## src/rtl/mult_div_if.sv

```systemverilog
// Issue/result bundle between the execute stage and the iterative multiply/divide unit.
// The master side issues operations and MTHI/MTLO writes; the slave side returns HI/LO and mult_done.
interface mult_div_if #(
  parameter int WIDTH = 32
);
  logic             start;
  logic [1:0]       op;
  logic [WIDTH-1:0] srca;
  logic [WIDTH-1:0] srcb;
  logic             hi_we;
  logic             lo_we;
  logic [WIDTH-1:0] wd;
  logic [WIDTH-1:0] hi;
  logic [WIDTH-1:0] lo;
  logic             mult_done;

  modport master (
    output start, op, srca, srcb, hi_we, lo_we, wd,
    input  hi, lo, mult_done
  );

  modport slave (
    input  start, op, srca, srcb, hi_we, lo_we, wd,
    output hi, lo, mult_done
  );
endinterface

```

## src/rtl/mult_div_unit.sv

```systemverilog
// Iterative MULT/MULTU/DIV/DIVU unit owning the HI/LO registers.
// It produces one result bit per cycle on magnitudes, then applies sign correction in a final FIX cycle.
module mult_div_unit #(
  parameter int WIDTH = 32,
  parameter int CNT_W = 5
) (
  input  logic       clk,
  input  logic       reset_n,
  mult_div_if.slave  bus
);

  typedef enum logic [1:0] {
    S_IDLE,
    S_RUN,
    S_FIX
  } state_t;

  state_t             r_state;
  logic [1:0]         r_op;
  logic               r_sign_a;
  logic               r_sign_b;
  logic [WIDTH-1:0]   r_a;
  logic [WIDTH-1:0]   r_b;
  logic [WIDTH-1:0]   r_orig_a;
  logic [2*WIDTH-1:0] r_acc;
  logic [WIDTH-1:0]   r_rem;
  logic [CNT_W-1:0]   r_cnt;
  logic [WIDTH-1:0]   r_hi;
  logic [WIDTH-1:0]   r_lo;
  logic               r_done;

  // op[0]=0 selects the signed variants; op[1]=1 selects divide.
  logic               w_signed;
  logic               w_neg_a;
  logic               w_neg_b;
  logic [WIDTH-1:0]   w_abs_a;
  logic [WIDTH-1:0]   w_abs_b;

  assign w_signed = ~bus.op[0];
  assign w_neg_a  = w_signed & bus.srca[WIDTH-1];
  assign w_neg_b  = w_signed & bus.srcb[WIDTH-1];
  assign w_abs_a  = w_neg_a ? (~bus.srca + 1'b1) : bus.srca;
  assign w_abs_b  = w_neg_b ? (~bus.srcb + 1'b1) : bus.srcb;

  // Multiply step: conditionally add the multiplicand into the upper half, then shift right.
  logic [WIDTH:0]     w_sum;
  logic [2*WIDTH-1:0] w_mul_next;

  assign w_sum      = {1'b0, r_acc[2*WIDTH-1:WIDTH]} + {1'b0, r_a};
  assign w_mul_next = r_acc[0] ? {w_sum, r_acc[WIDTH-1:1]}
                               : {1'b0, r_acc[2*WIDTH-1:1]};

  // Restoring divide step: the quotient register shifts the dividend out of its MSB while
  // quotient bits enter at its LSB. A negative trial (MSB set) restores the shifted remainder.
  logic [WIDTH:0]     w_shifted;
  logic [WIDTH:0]     w_trial;
  logic [WIDTH-1:0]   w_rem_next;
  logic [WIDTH-1:0]   w_quot_next;

  assign w_shifted   = {r_rem, r_acc[WIDTH-1]};
  assign w_trial     = w_shifted - {1'b0, r_b};
  assign w_rem_next  = w_trial[WIDTH] ? w_shifted[WIDTH-1:0] : w_trial[WIDTH-1:0];
  assign w_quot_next = {r_acc[WIDTH-2:0], ~w_trial[WIDTH]};

  logic               w_neg_res;
  logic               w_div_zero;
  logic [2*WIDTH-1:0] w_prod_fix;
  logic [WIDTH-1:0]   w_quot_fix;
  logic [WIDTH-1:0]   w_rem_fix;

  assign w_neg_res  = r_sign_a ^ r_sign_b;
  assign w_div_zero = (r_b == '0);
  assign w_prod_fix = w_neg_res ? (~r_acc + 1'b1) : r_acc;
  assign w_quot_fix = w_neg_res ? (~r_acc[WIDTH-1:0] + 1'b1) : r_acc[WIDTH-1:0];
  assign w_rem_fix  = r_sign_a ? (~r_rem + 1'b1) : r_rem;

  // NOTE: every state register uses non-blocking assignment so all updates in this block
  // see the pre-edge values, regardless of statement order.
  always_ff @(posedge clk or negedge reset_n) begin
    if (!reset_n) begin
      r_state  <= S_IDLE;
      r_op     <= '0;
      r_sign_a <= 1'b0;
      r_sign_b <= 1'b0;
      r_a      <= '0;
      r_b      <= '0;
      r_orig_a <= '0;
      r_acc    <= '0;
      r_rem    <= '0;
      r_cnt    <= '0;
      r_hi     <= '0;
      r_lo     <= '0;
      r_done   <= 1'b1;
    end else begin
      case (r_state)
        S_IDLE: begin
          if (bus.hi_we) r_hi <= bus.wd;
          if (bus.lo_we) r_lo <= bus.wd;
          if (bus.start) begin
            r_op     <= bus.op;
            r_sign_a <= w_neg_a;
            r_sign_b <= w_neg_b;
            r_a      <= w_abs_a;
            r_b      <= w_abs_b;
            r_orig_a <= bus.srca;
            r_acc    <= {{WIDTH{1'b0}}, (bus.op[1] ? w_abs_a : w_abs_b)};
            r_rem    <= '0;
            r_cnt    <= '0;
            r_done   <= 1'b0;
            r_state  <= S_RUN;
          end
        end

        S_RUN: begin
          if (r_op[1]) begin
            r_rem <= w_rem_next;
            r_acc <= {{WIDTH{1'b0}}, w_quot_next};
          end else begin
            r_acc <= w_mul_next;
          end
          r_cnt <= r_cnt + 1'b1;
          if (r_cnt == CNT_W'(WIDTH - 1)) r_state <= S_FIX;
        end

        S_FIX: begin
          if (!r_op[1]) begin
            r_hi <= w_prod_fix[2*WIDTH-1:WIDTH];
            r_lo <= w_prod_fix[WIDTH-1:0];
          end else if (w_div_zero) begin
            r_hi <= r_orig_a;
            r_lo <= '1;
          end else begin
            r_hi <= w_rem_fix;
            r_lo <= w_quot_fix;
          end
          r_done  <= 1'b1;
          r_state <= S_IDLE;
        end

        default: begin
          r_done  <= 1'b1;
          r_state <= S_IDLE;
        end
      endcase
    end
  end

  assign bus.hi        = r_hi;
  assign bus.lo        = r_lo;
  assign bus.mult_done = r_done;

endmodule

```

## src/flat_wrapper.sv

```systemverilog
// flat-port wrapper written by rule: the top's interface ports become plain ports
module mult_div_unit_flat 
#(
  parameter int WIDTH = 32,
  parameter int CNT_W = 5
)
  (clk, reset_n, bus_start, bus_op, bus_srca, bus_srcb, bus_hi_we, bus_lo_we, bus_wd, bus_hi, bus_lo, bus_mult_done);
  mult_div_if #(.WIDTH(WIDTH)) bus_i ();
  input  logic clk;
  input  logic reset_n;
  input wire logic [$bits(bus_i.start)-1:0] bus_start;
  input wire logic [$bits(bus_i.op)-1:0] bus_op;
  input wire logic [$bits(bus_i.srca)-1:0] bus_srca;
  input wire logic [$bits(bus_i.srcb)-1:0] bus_srcb;
  input wire logic [$bits(bus_i.hi_we)-1:0] bus_hi_we;
  input wire logic [$bits(bus_i.lo_we)-1:0] bus_lo_we;
  input wire logic [$bits(bus_i.wd)-1:0] bus_wd;
  output wire logic [$bits(bus_i.hi)-1:0] bus_hi;
  output wire logic [$bits(bus_i.lo)-1:0] bus_lo;
  output wire logic [$bits(bus_i.mult_done)-1:0] bus_mult_done;
  assign bus_i.start = bus_start;
  assign bus_i.op = bus_op;
  assign bus_i.srca = bus_srca;
  assign bus_i.srcb = bus_srcb;
  assign bus_i.hi_we = bus_hi_we;
  assign bus_i.lo_we = bus_lo_we;
  assign bus_i.wd = bus_wd;
  assign bus_hi = bus_i.hi;
  assign bus_lo = bus_i.lo;
  assign bus_mult_done = bus_i.mult_done;
  mult_div_unit #(.WIDTH(WIDTH), .CNT_W(CNT_W)) u_core (.clk(clk), .reset_n(reset_n), .bus(bus_i));
endmodule
```

## config.mk

```make
export PLATFORM = sky130hd
export DESIGN_NAME = mult_div_unit_flat
export DESIGN_NICKNAME = d
export VERILOG_FILES = /design/src/rtl/mult_div_if.sv /design/src/rtl/mult_div_unit.sv /design/src/flat_wrapper.sv
export SDC_FILE = /design/constraint.sdc
export NUM_CORES = 1
export LEC_CHECK = 0
export ABC_CLOCK_PERIOD_IN_PS = 8000
export CELL_PAD_IN_SITES_DETAIL_PLACEMENT = 0
export CELL_PAD_IN_SITES_GLOBAL_PLACEMENT = 1
export CORE_MARGIN = 5
export CORE_UTILIZATION = 40
export CTS_CLUSTER_SIZE = 10
export DETAILED_ROUTE_END_ITERATION = 6
export GPL_ROUTABILITY_DRIVEN = 0
export PLACE_DENSITY = 0.86
export SETUP_SLACK_MARGIN = 0.4
export SLEW_MARGIN = 20
export SYNTH_ARGS = -nofsm -noshare
export SYNTH_HDL_FRONTEND = slang
export SYNTH_SLANG_ARGS = --single-unit
```

## constraint.sdc

```tcl
create_clock -name clk -period 8 [get_ports clk]
set_input_delay 2 -clock clk [delete_from_list [all_inputs] [get_ports clk]]
set_output_delay 2 -clock clk [all_outputs]
set_load 0.005 [all_outputs]
```

# --- Word level (Yosys, flattened, before mapping) ---
# Index checks and enable logic that the tools add are counted.
# Widths: inputs -> output; s select.
totals:
  rom_bits: 0
  mem_bits_rw: 0
  latch_bits: 0
  word_cells: 80
  register_bits: 268
  mem_count: 0
  out_inout_bits: 65
  input_bits: 103
classes:
  n_lt_le_gt_ge: 0
  n_reduce_logical: 11
  muxes: 29
  multipliers: 0
  shifts: 0
  bitwise: 11
  n_eq_ne: 8
  n_div: 0
  addsub: 8
op_table:
  columns: ["operator", "n"]
  rows:
  - ["$mux 32", 14]
  - ["$mux 64", 4]
  - ["$pmux 32 s2", 3]
  - ["$add 32x1->32 const B", 4]
  - ["$not 32->32", 4]
  - ["$pmux 64 s2", 1]
  - ["$add 64x1->64 const B", 1]
  - ["$not 64->64", 1]
  - ["$add 32x32->33", 1]
  - ["$sub 33x32->33", 1]
  - ["$logic_not 32->1", 1]
  - ["$reduce_and 2->1", 6]
  - ["$pmux 5 s2", 1]
  - ["$ne 2x2->1 const B", 3]
  - ["$add 5x1->5 const B", 1]
  - ["$eq 5x5->1 const B", 1]
  - ["$mux 5", 1]
  - ["$mux 2", 2]
  - ["$ne 2x1->1 const B", 2]
  - ["$pmux 2 s2", 1]
  - ["$reduce_bool 2->1", 2]
  - ["$not 1->1", 3]
  - ["$reduce_and 3->1", 1]
  - ["$and 1x1->1", 2]
  - ["6 further kinds", 6]

# --- Depth between registers and ports, before layout ---
# Gate-level depths: netlist of run 1.
depth:
  ltp_word: 6
  mapped_depth: 15
  ltp_nobuf: 13

# --- Least setup slack after synthesis of run 1 ---
# No wires, ideal clock.
synth_path:
  path_type: "input to register"
  start: "input bus_srcb[4]"
  end: "register u_core.r_acc[24]"
  setup_time_ps: 136
  path_stages: 10
  arrival_ps: 4200
  n_path_buf: 0
  setup_slack_ps: 3664
  required_time_ps: 7864
  cell_sequence: "or4_1 > nor3_1 > nand3_1 > nor4_1 > inv_1 > o21ai_0 > xor2_1 > nor2_1 > a211oi_1 > o22ai_1"
synth_between:
  elab_chain_cells: 6
synth_rtl:
  columns: ["element", "line_no", "source"]
  rows:
  - ["from (decl)", "flat_wrapper.sv:14", "input wire logic [$bits(bus_i.srcb)-1:0] bus_srcb;"]
  - ["$not 32->32", "mult_div_unit.sv:43", "assign w_abs_b = w_neg_b ? (~bus.srcb + 1'b1) : bus.srcb;"]
  - ["$add 32x1->32", "mult_div_unit.sv:43", null]
  - ["$mux 32", "mult_div_unit.sv:43", null]
  - ["$mux 32", "mult_div_unit.sv:106", "r_acc <= {{WIDTH{1'b0}}, (bus.op[1] ? w_abs_a : w_abs_b)};"]
  - ["$mux 64", "mult_div_unit.sv:99", "if (bus.start) begin"]
  - ["$pmux 64 s2", "mult_div_unit.sv:95", "case (r_state)"]
  - ["to (signal assigned)", "mult_div_unit.sv:106", null]
  - ["to (signal assigned)", "mult_div_unit.sv:117", "r_acc <= {{WIDTH{1'b0}}, w_quot_next};"]
  - ["to (signal assigned)", "mult_div_unit.sv:119", "r_acc <= w_mul_next;"]
  - ["to (decl)", "mult_div_unit.sv:25", "logic [2*WIDTH-1:0] r_acc;"]
# Every way passes these cells. The select of a mux whose other input is x is not followed.
# A chain may end at the register's enable or synchronous reset.

# --- Final worst setup path of run 1 ---
# Same ends and word-level chain as after synthesis.

==> results of run 1 <==
-- synth_stat cells (9+ instances only) --
library cell    n
a21o_1         19
inv_1          69
xnor2_1       113
nand4_1         9
clkbuf_1      121
nor2_1        149
ha_1           70
mux2i_1        77
nor2b_1        15
a211oi_1       61
o211ai_1       35
a22oi_1         9
a31oi_1        23
nor4_1         18
o21ai_0       265
and3_1          9
and2_1         10
or3_1          13
o31ai_1        28
nand3_1        27
nand2_1       341
dfrtp_1       265
or4_1          19
o22ai_1        64
a21oi_1       165
nor3_1         43
xor2_1         91
buf_1          20
nand2b_1       32
-- routing by layer --
layer	routed length, um	GRT usage	share of wire	vias up
li1	-	-	-	8372
met1	28500	0.352	0.44	8489
met2	27900	0.373	0.43	819
met3	6170	0.0548	0.096	112
met4	1660	0.0615	0.026	8
met5	56	0	0.00087	-
-- metrics by stage --
stage | setup WS [ns] | cell area [um^2]
3_5_place_dp | 2.63 | 20800
2_1_floorplan | 3.66 | 18700
3_3_place_gp | 2.66 | 20800
6_report | 3.09 | 21900
4_1_cts | 3.17 | 21900
5_1_grt | 2.93 | 21900
-- layout by cell type, fill, tap and decap left out, types with 8 or more instances in the layout --
master           synthesis  routed
a21oi_1                165     165
xnor2_1                113     112
and3_1                   9       9
nor4_1                  18      18
mux2i_1                 77      77
nand3_1                 27      27
a211oi_1                61      61
nor2b_1                 15      13
nand2_1                341     339
and2_1                  10       9
buf_4                    0      19
o211ai_1                35      35
xor2_1                  91      89
nor2_1                 149     145
or4_1                   19      19
a31oi_1                 23      23
o31ai_1                 28      28
clkbuf_1               121      12
a22oi_1                  9       9
clkdlybuf4s50_1          0     165
ha_1                    70      70
o22ai_1                 64      64
a21o_1                  19      19
nand2b_1                32      32
inv_1                   69      69
nor3_1                  43      43
o21ai_0                265     265
nand4_1                  9       9
or3_1                   13      13
dfrtp_1                265     264
clkbuf_16                0      37
a32oi_1                  8       8
-- worst register-to-register path, stage by stage (launching register included) --
cell	delay, ns
dfrtp_1	0.46
inv_1	0.34
ha_1	0.25
fa_1	0.22
nand2b_1	0.14
a21oi_1	0.12
o211ai_1	0.33
nand3_1	0.28
a41oi_1	0.57
o21ai_0	0.24
o21ai_0	0.61
xor2_4	0.16
buf_4	0.49
mux2i_1	0.32
o21ai_0	0.10
-- kinds of logic after synthesis --
logic type / Yosys count / share of synthesized area
compound gates: 737 / 0.235
xor+xnor: 204 / 0.0954
fa+ha+maj: 72 / 0.0489
buf+inv: 216 / 0.0443
flops: 266 / 0.356
mux: 80 / 0.0432
simple gates: 721 / 0.177
-- power breakdown --
group | switching [mW] | internal (mW)
combinational | 3.14 | 2.33
sequential | 0.788 | 1.97
clock | 0.591 | 0.864
total | 4.52 | 5.16
-- sequential cells by signal, indices dropped and copies added, names as in the netlist, 2 cells and up --
signal,count
u_core.bus.lo,32
u_core.r_state,2
u_core.bus.hi,32
u_core.r_rem,32
u_core.r_b,32
u_core.r_acc,64
u_core.r_a,32
u_core.r_cnt,5
u_core.r_orig_a,31
-- area by class of cell --
type | count | share of cell area
inverters | 70 | 0.0120
well taps | 607 | 0.0347
flip-flops and latches | 266 | 0.305
multi-input cells | 1814 | 0.518
clock buffers | 52 | 0.0463
clock inverters | 2 | 0.000458
repair buffers | 187 | 0.0839
-- path summary, 6_finish.rpt --
path,from,endpoint,slack [ns],cells after the start
max,bus_srcb[4],u_core.r_acc[24],3.09,11
min,u_core.bus.lo[17],u_core.bus.lo[17],0.47,2
max reg2reg,u_core.r_acc[31],u_core.r_rem[8],3.21,14
min reg2reg,u_core.bus.lo[17],u_core.bus.lo[17],0.47,2
max in group asynchronous,reset_n,u_core.r_op[1],5.04,2
min in group asynchronous,reset_n,u_core.r_cnt[1],1.50,1
==> impl_metrics.py, run 1 <==
metrics = {
    "outcome": {
        "status": "completed",
    },
    "clocking": {
        "ctsHoldBuffers": 0,
        "cts-resized-gates": 0,
        "htree_levels": 2,
        "cts_setup_buffers": 0,
        "clock_latency_ns": 0.54,
        "tritoncts": "built",
        "path_clk_slew_ns": 0.05,
        "cts.sinks": 266,
        "root_buffer": "clkbuf_16",
        "cts_max_path_buffers": 3,
        "cts_buffers": 34,
    },
    "grt": {
        "grt_usage": 0.244,
        "grt_pass1_vias": 16800,
        "grt_pass1_wl_um": 98400,
        "grt_max_degree": 165,
        "gr-total-overflow": 0,
        "antenna_found_initial": 5,
    },
    "place": {
        "dp.cells": 2944,
        "port_buffers": 167,
        "dp_hpwl_um": 49200,
    },
    "pwr": {
        "vdd_drop_max_mv": 0.180,
        "power.total_mw": 9.68,
        "power.density_nw_per_um2": 443,
        "power.leakage_nw": 9.18,
    },
    "sta": {
        "setup_viol": 0,
        "whs_ns": 0.473,
        "hold_viol_final": 0,
        "fin_crit_ns": 4.91,
        "rsz0062_at_grt": "false",
        "maxSlewViolCount": 0,
        "tightestPinTransition_ns": 0.999,
        "fin_crit_sh": 0.613,
        "fmax_mhz": 204,
        "tns_ns": 0,
        "relSlewSlack": 0.333,
        "skew_ns": 0.0190,
    },
    "final_layout": {
        "area_delta_synth_final_pct": 16.8,
        "final_cells": 2998,
        "final_core_util": 0.471,
        "layout.nets": 2548,
        "drive_gt1_frac": 0.0422,
        "diodes": 0,
        "nFillCells": 4529,
        "multi_input_area_um2": 11300,
        "regArea_um2": 6660,
    },
    "route": {
        "drt-total-wl_um": 64300,
        "avgViaCountPerCell": 5.94,
        "post-route-drc-count": 0,
        "drt.antenna.violating_nets": 0,
        "vias": 17800,
        "drtIter0Drc": 1995,
        "post_drt_wl_per_cell_um": 21.4,
        "drt-pass1-iter-count": 6,
    },
    "synth": {
        "syn_area_um2": 18700,
        "avgSynthCellArea_um2": 8.16,
        "yosysSeqAreaShare": 0.356,
        "synth-seq-cells": 266,
        "synth_top_area_cell": "dfrtp_1",
        "synth-main-ff-cell": "dfrtp_1",
        "ys_types": 74,
        "synthesis.nets": 2471,
        "synthTopCellsByArea": "dfrtp_1 35%, o21ai_0 7.1%, nand2_1 6.8%",
        "synth.top_cell.area_share": 0.354,
        "synthCells": 2296,
        "yosys_warnings": 0,
        "async_flop_share": 1.00,
        "synth_edf_count": 0,
    },
    "worst_setup_path": {
        "path_max_fanout": 5,
        "crit_buf_inv": 2,
        "slowest_stage": "nor4_1",
        "max_stage_delay_ns": 0.73,
        "cp.arrival_ns": 5.29,
        "cp_cell_sequence": "clkdlybuf4s50_1 > or4_1 > nor3_1 > nand3_1 > nor4_1 > inv_1 > o21ai_0 > xor2_1 > nor2_1 > a211oi_1 > o22ai_1",
        "start_kind": "input port",
        "endpoint_kind": "register",
        "required_ns": 8.39,
        "path_delay_family": "simple AND/OR/NAND/NOR gates",
        "critPathKind": "in -> reg",
    },
    "hold_path": {
        "min_path_type": "reg -> reg",
    },
    "floorplan": {
        "pin_count": 168,
        "initial_core_util": 0.403,
        "placementRows": 79,
        "die_area_um2": 51200,
        "core_um2": 46500,
        "die_y_um": 226,
        "die_w_um": 226,
    },
    "job": {
        "max-cap-violations": 0,
    },
}
(Power assumes the default switching activity.)
==> run 2, diff against run 1 <==
--- a/config.mk
+++ b/config.mk
@@ -5,7 +5,7 @@
 export SDC_FILE = /design/constraint.sdc
 export NUM_CORES = 1
 export LEC_CHECK = 0
-export ABC_CLOCK_PERIOD_IN_PS = 8000
+export ABC_CLOCK_PERIOD_IN_PS = 4600
 export CELL_PAD_IN_SITES_DETAIL_PLACEMENT = 0
 export CELL_PAD_IN_SITES_GLOBAL_PLACEMENT = 1
 export CORE_MARGIN = 5
==> constraint.sdc (replaced) <==
create_clock -name clk -period 4.6 [get_ports clk]
set_input_delay 1.15 -clock clk [delete_from_list [all_inputs] [get_ports clk]]
set_output_delay 1.15 -clock clk [all_outputs]
set_load 0.005 [all_outputs]
==> run 2 against run 1 <==
Wire length up 2.6%; register-to-register slack worse by 2.6 ns; via count up 2.1%; sequential power up 74%; cell area up 1.1%; critical path depth down 1; worst setup slack worse by 2.5 ns; cell count up 0.77%; count of clock-buffer cells in the layout down 3; power up 77%; non-clock buffer count up 24; die area unchanged.
==> impl_metrics.py, run 2 (same netlist as run 1, synthesis figures left out) <==
metrics = {
    "clocking": {
        "cts.sinks": 266,
        "ctsHoldBuffers": 0,
        "cts_buffers": 34,
        "cts_max_path_buffers": 3,
        "clock_latency_ns": 0.54,
        "root_buffer": "clkbuf_16",
        "htree_levels": 2,
        "tritoncts": "built",
        "path_clk_slew_ns": 0.06,
    },
    "worst_setup_path": {
        "cp.arrival_ns": 4.47,
        "path_max_fanout": 6,
        "start_kind": "register",
        "critPathKind": "reg -> reg",
        "endpoint_kind": "register",
        "required_ns": 5.04,
        "r2r_cells": 10,
    },
    "place": {
        "port_buffers": 167,
        "dp_hpwl_um": 50700,
        "place_ws_ns": 0.409,
        "placed_area_um2": 21100,
    },
    "final_layout": {
        "postLayoutCellArea_um2": 22100,
        "area_delta_synth_final_pct": 18.0,
        "layout.nets": 2572,
        "final_common_cell": "nand2_1",
        "diodes": 0,
        "largest_reg_flops": 64,
        "largest_register": "u_core.r_acc",
        "layout_common_cells": "340 x nand2_1, 264 x o21ai_0, 264 x dfrtp_1",
        "drive_gt1_frac": 0.0522,
    },
    "pwr": {
        "power.density_nw_per_um2": 776,
        "vdd_drop_max_mv": 0.509,
        "power.leakage_nw": 9.33,
    },
    "route": {
        "post_drt_wl_per_cell_um": 21.8,
        "drt.antenna.violating_nets": 0,
        "drt-total-wl_um": 66000,
        "avgViaCountPerCell": 6.02,
        "vias": 18200,
        "drtIter0Drc": 2187,
        "post-route-drc-count": 0,
        "drt-pass1-iter-count": 6,
    },
    "hold_path": {
        "min_path_type": "reg -> reg",
        "hold_path_depth": 2,
    },
    "grt": {
        "antenna_found_initial": 1,
        "grt_usage": 0.249,
        "grt_pass1_vias": 17100,
        "grt_max_degree": 120,
        "gr-total-overflow": 0,
        "grt_pass1_wl_um": 101000,
    },
    "sta": {
        "skew_ns": 0.0244,
        "tns_ns": 0,
        "rsz0062_at_grt": "false",
        "fin_crit_sh": 0.875,
        "maxSlewViolCount": 0,
        "fin_crit_ns": 4.02,
        "final.setup.worst_slack_ns": 0.576,
        "relSlewSlack": 0.301,
        "hold_viol_final": 0,
        "fmax_mhz": 249,
        "tightestPinTransition_ns": 1.05,
        "setup_viol": 0,
    },
    "floorplan": {
        "pin_count": 168,
        "die_area_um2": 51200,
        "placementRows": 79,
        "initial_core_util": 0.403,
        "die_w_um": 226,
        "die_y_um": 226,
        "core_um2": 46500,
    },
    "outcome": {
        "status": "completed",
    },
    "job": {
        "max-cap-violations": 0,
    },
}
## run 2: changes by cell type in the layout (fill, tap and decap cells not counted), sizes merged
cell    delta
clkbuf     -3
buf       +24
bufinv     +1
clkinv     +1
## run 2: worst paths after layout
kind	startpoint	end	slack, ns
hold reg to reg	u_core.r_a[22]	u_core.r_a[22]	0.48
max in group asynchronous	reset_n	u_core.r_acc[52]	2.79
min in group asynchronous	reset_n	u_core.r_rem[30]	0.69
setup reg to reg	u_core.r_acc[16]	u_core.bus.hi[23]	0.58
setup / recovery	u_core.r_acc[16]	u_core.bus.hi[23]	0.58
hold / removal	u_core.r_a[22]	u_core.r_a[22]	0.48
## run 2: layout make-up
| type | instances | area (um^2) |
|---|---|---|
| fill | 4541 | 24400 |
| clock buffer | 49 | 1000 |
| tap | 607 | 759 |
| multi-input combinational | 1814 | 11300 |
| timing repair buffer | 211 | 2050 |
| clock inverter | 4 | 45.0 |
| sequential | 266 | 6660 |
| inverter | 70 | 263 |
## run 2: worst max-delay path, cell delays in order, from the launching register on
cell,delay (ns)
dfrtp_1,0.48
or4_4,0.63
or4b_4,0.52
or4_4,0.57
nor3_4,0.30
nor3b_4,0.39
a21oi_1,0.20
a21oi_1,0.34
xnor2_1,0.21
o21ai_1,0.11
a21oi_1,0.19
## run 2: layer usage
metal | part of all wire | GRT usage | up-vias | wire (um)
li1 | - | - | 8410 | -
met1 | 0.44 | 0.363 | 8709 | 29100
met2 | 0.44 | 0.389 | 942 | 28900
met3 | 0.095 | 0.0400 | 112 | 6240
met4 | 0.026 | 0.0592 | 2 | 1730
met5 | 0.00017 | 0 | - | 11
## run 2: repair_timing
item,CTS,global route
endpoints found under the setup margin,0,2
buffers inserted,0,0
gates resized for setup,0,1
## run 2: through the flow
stage | power [mW] | cells | utilization | hold slack [ns]
floorplan | 11.0 | 2296 | - | 0.440
global placement | 14.1 | 2968 | 0.453 | 0.456
detailed placement | 14.4 | 2968 | 0.453 | 0.462
CTS | 17.0 | 3021 | 0.476 | 0.476
global route | 18.3 | 3021 | 0.476 | 0.499
finish | 17.2 | 3021 | 0.476 | 0.478
## run 2: power breakdown
part	switching [mW]	internal, mW	total, mW
clock	1.05	1.55	2.60
combinational	5.58	4.18	9.75
sequential	1.38	3.42	4.79
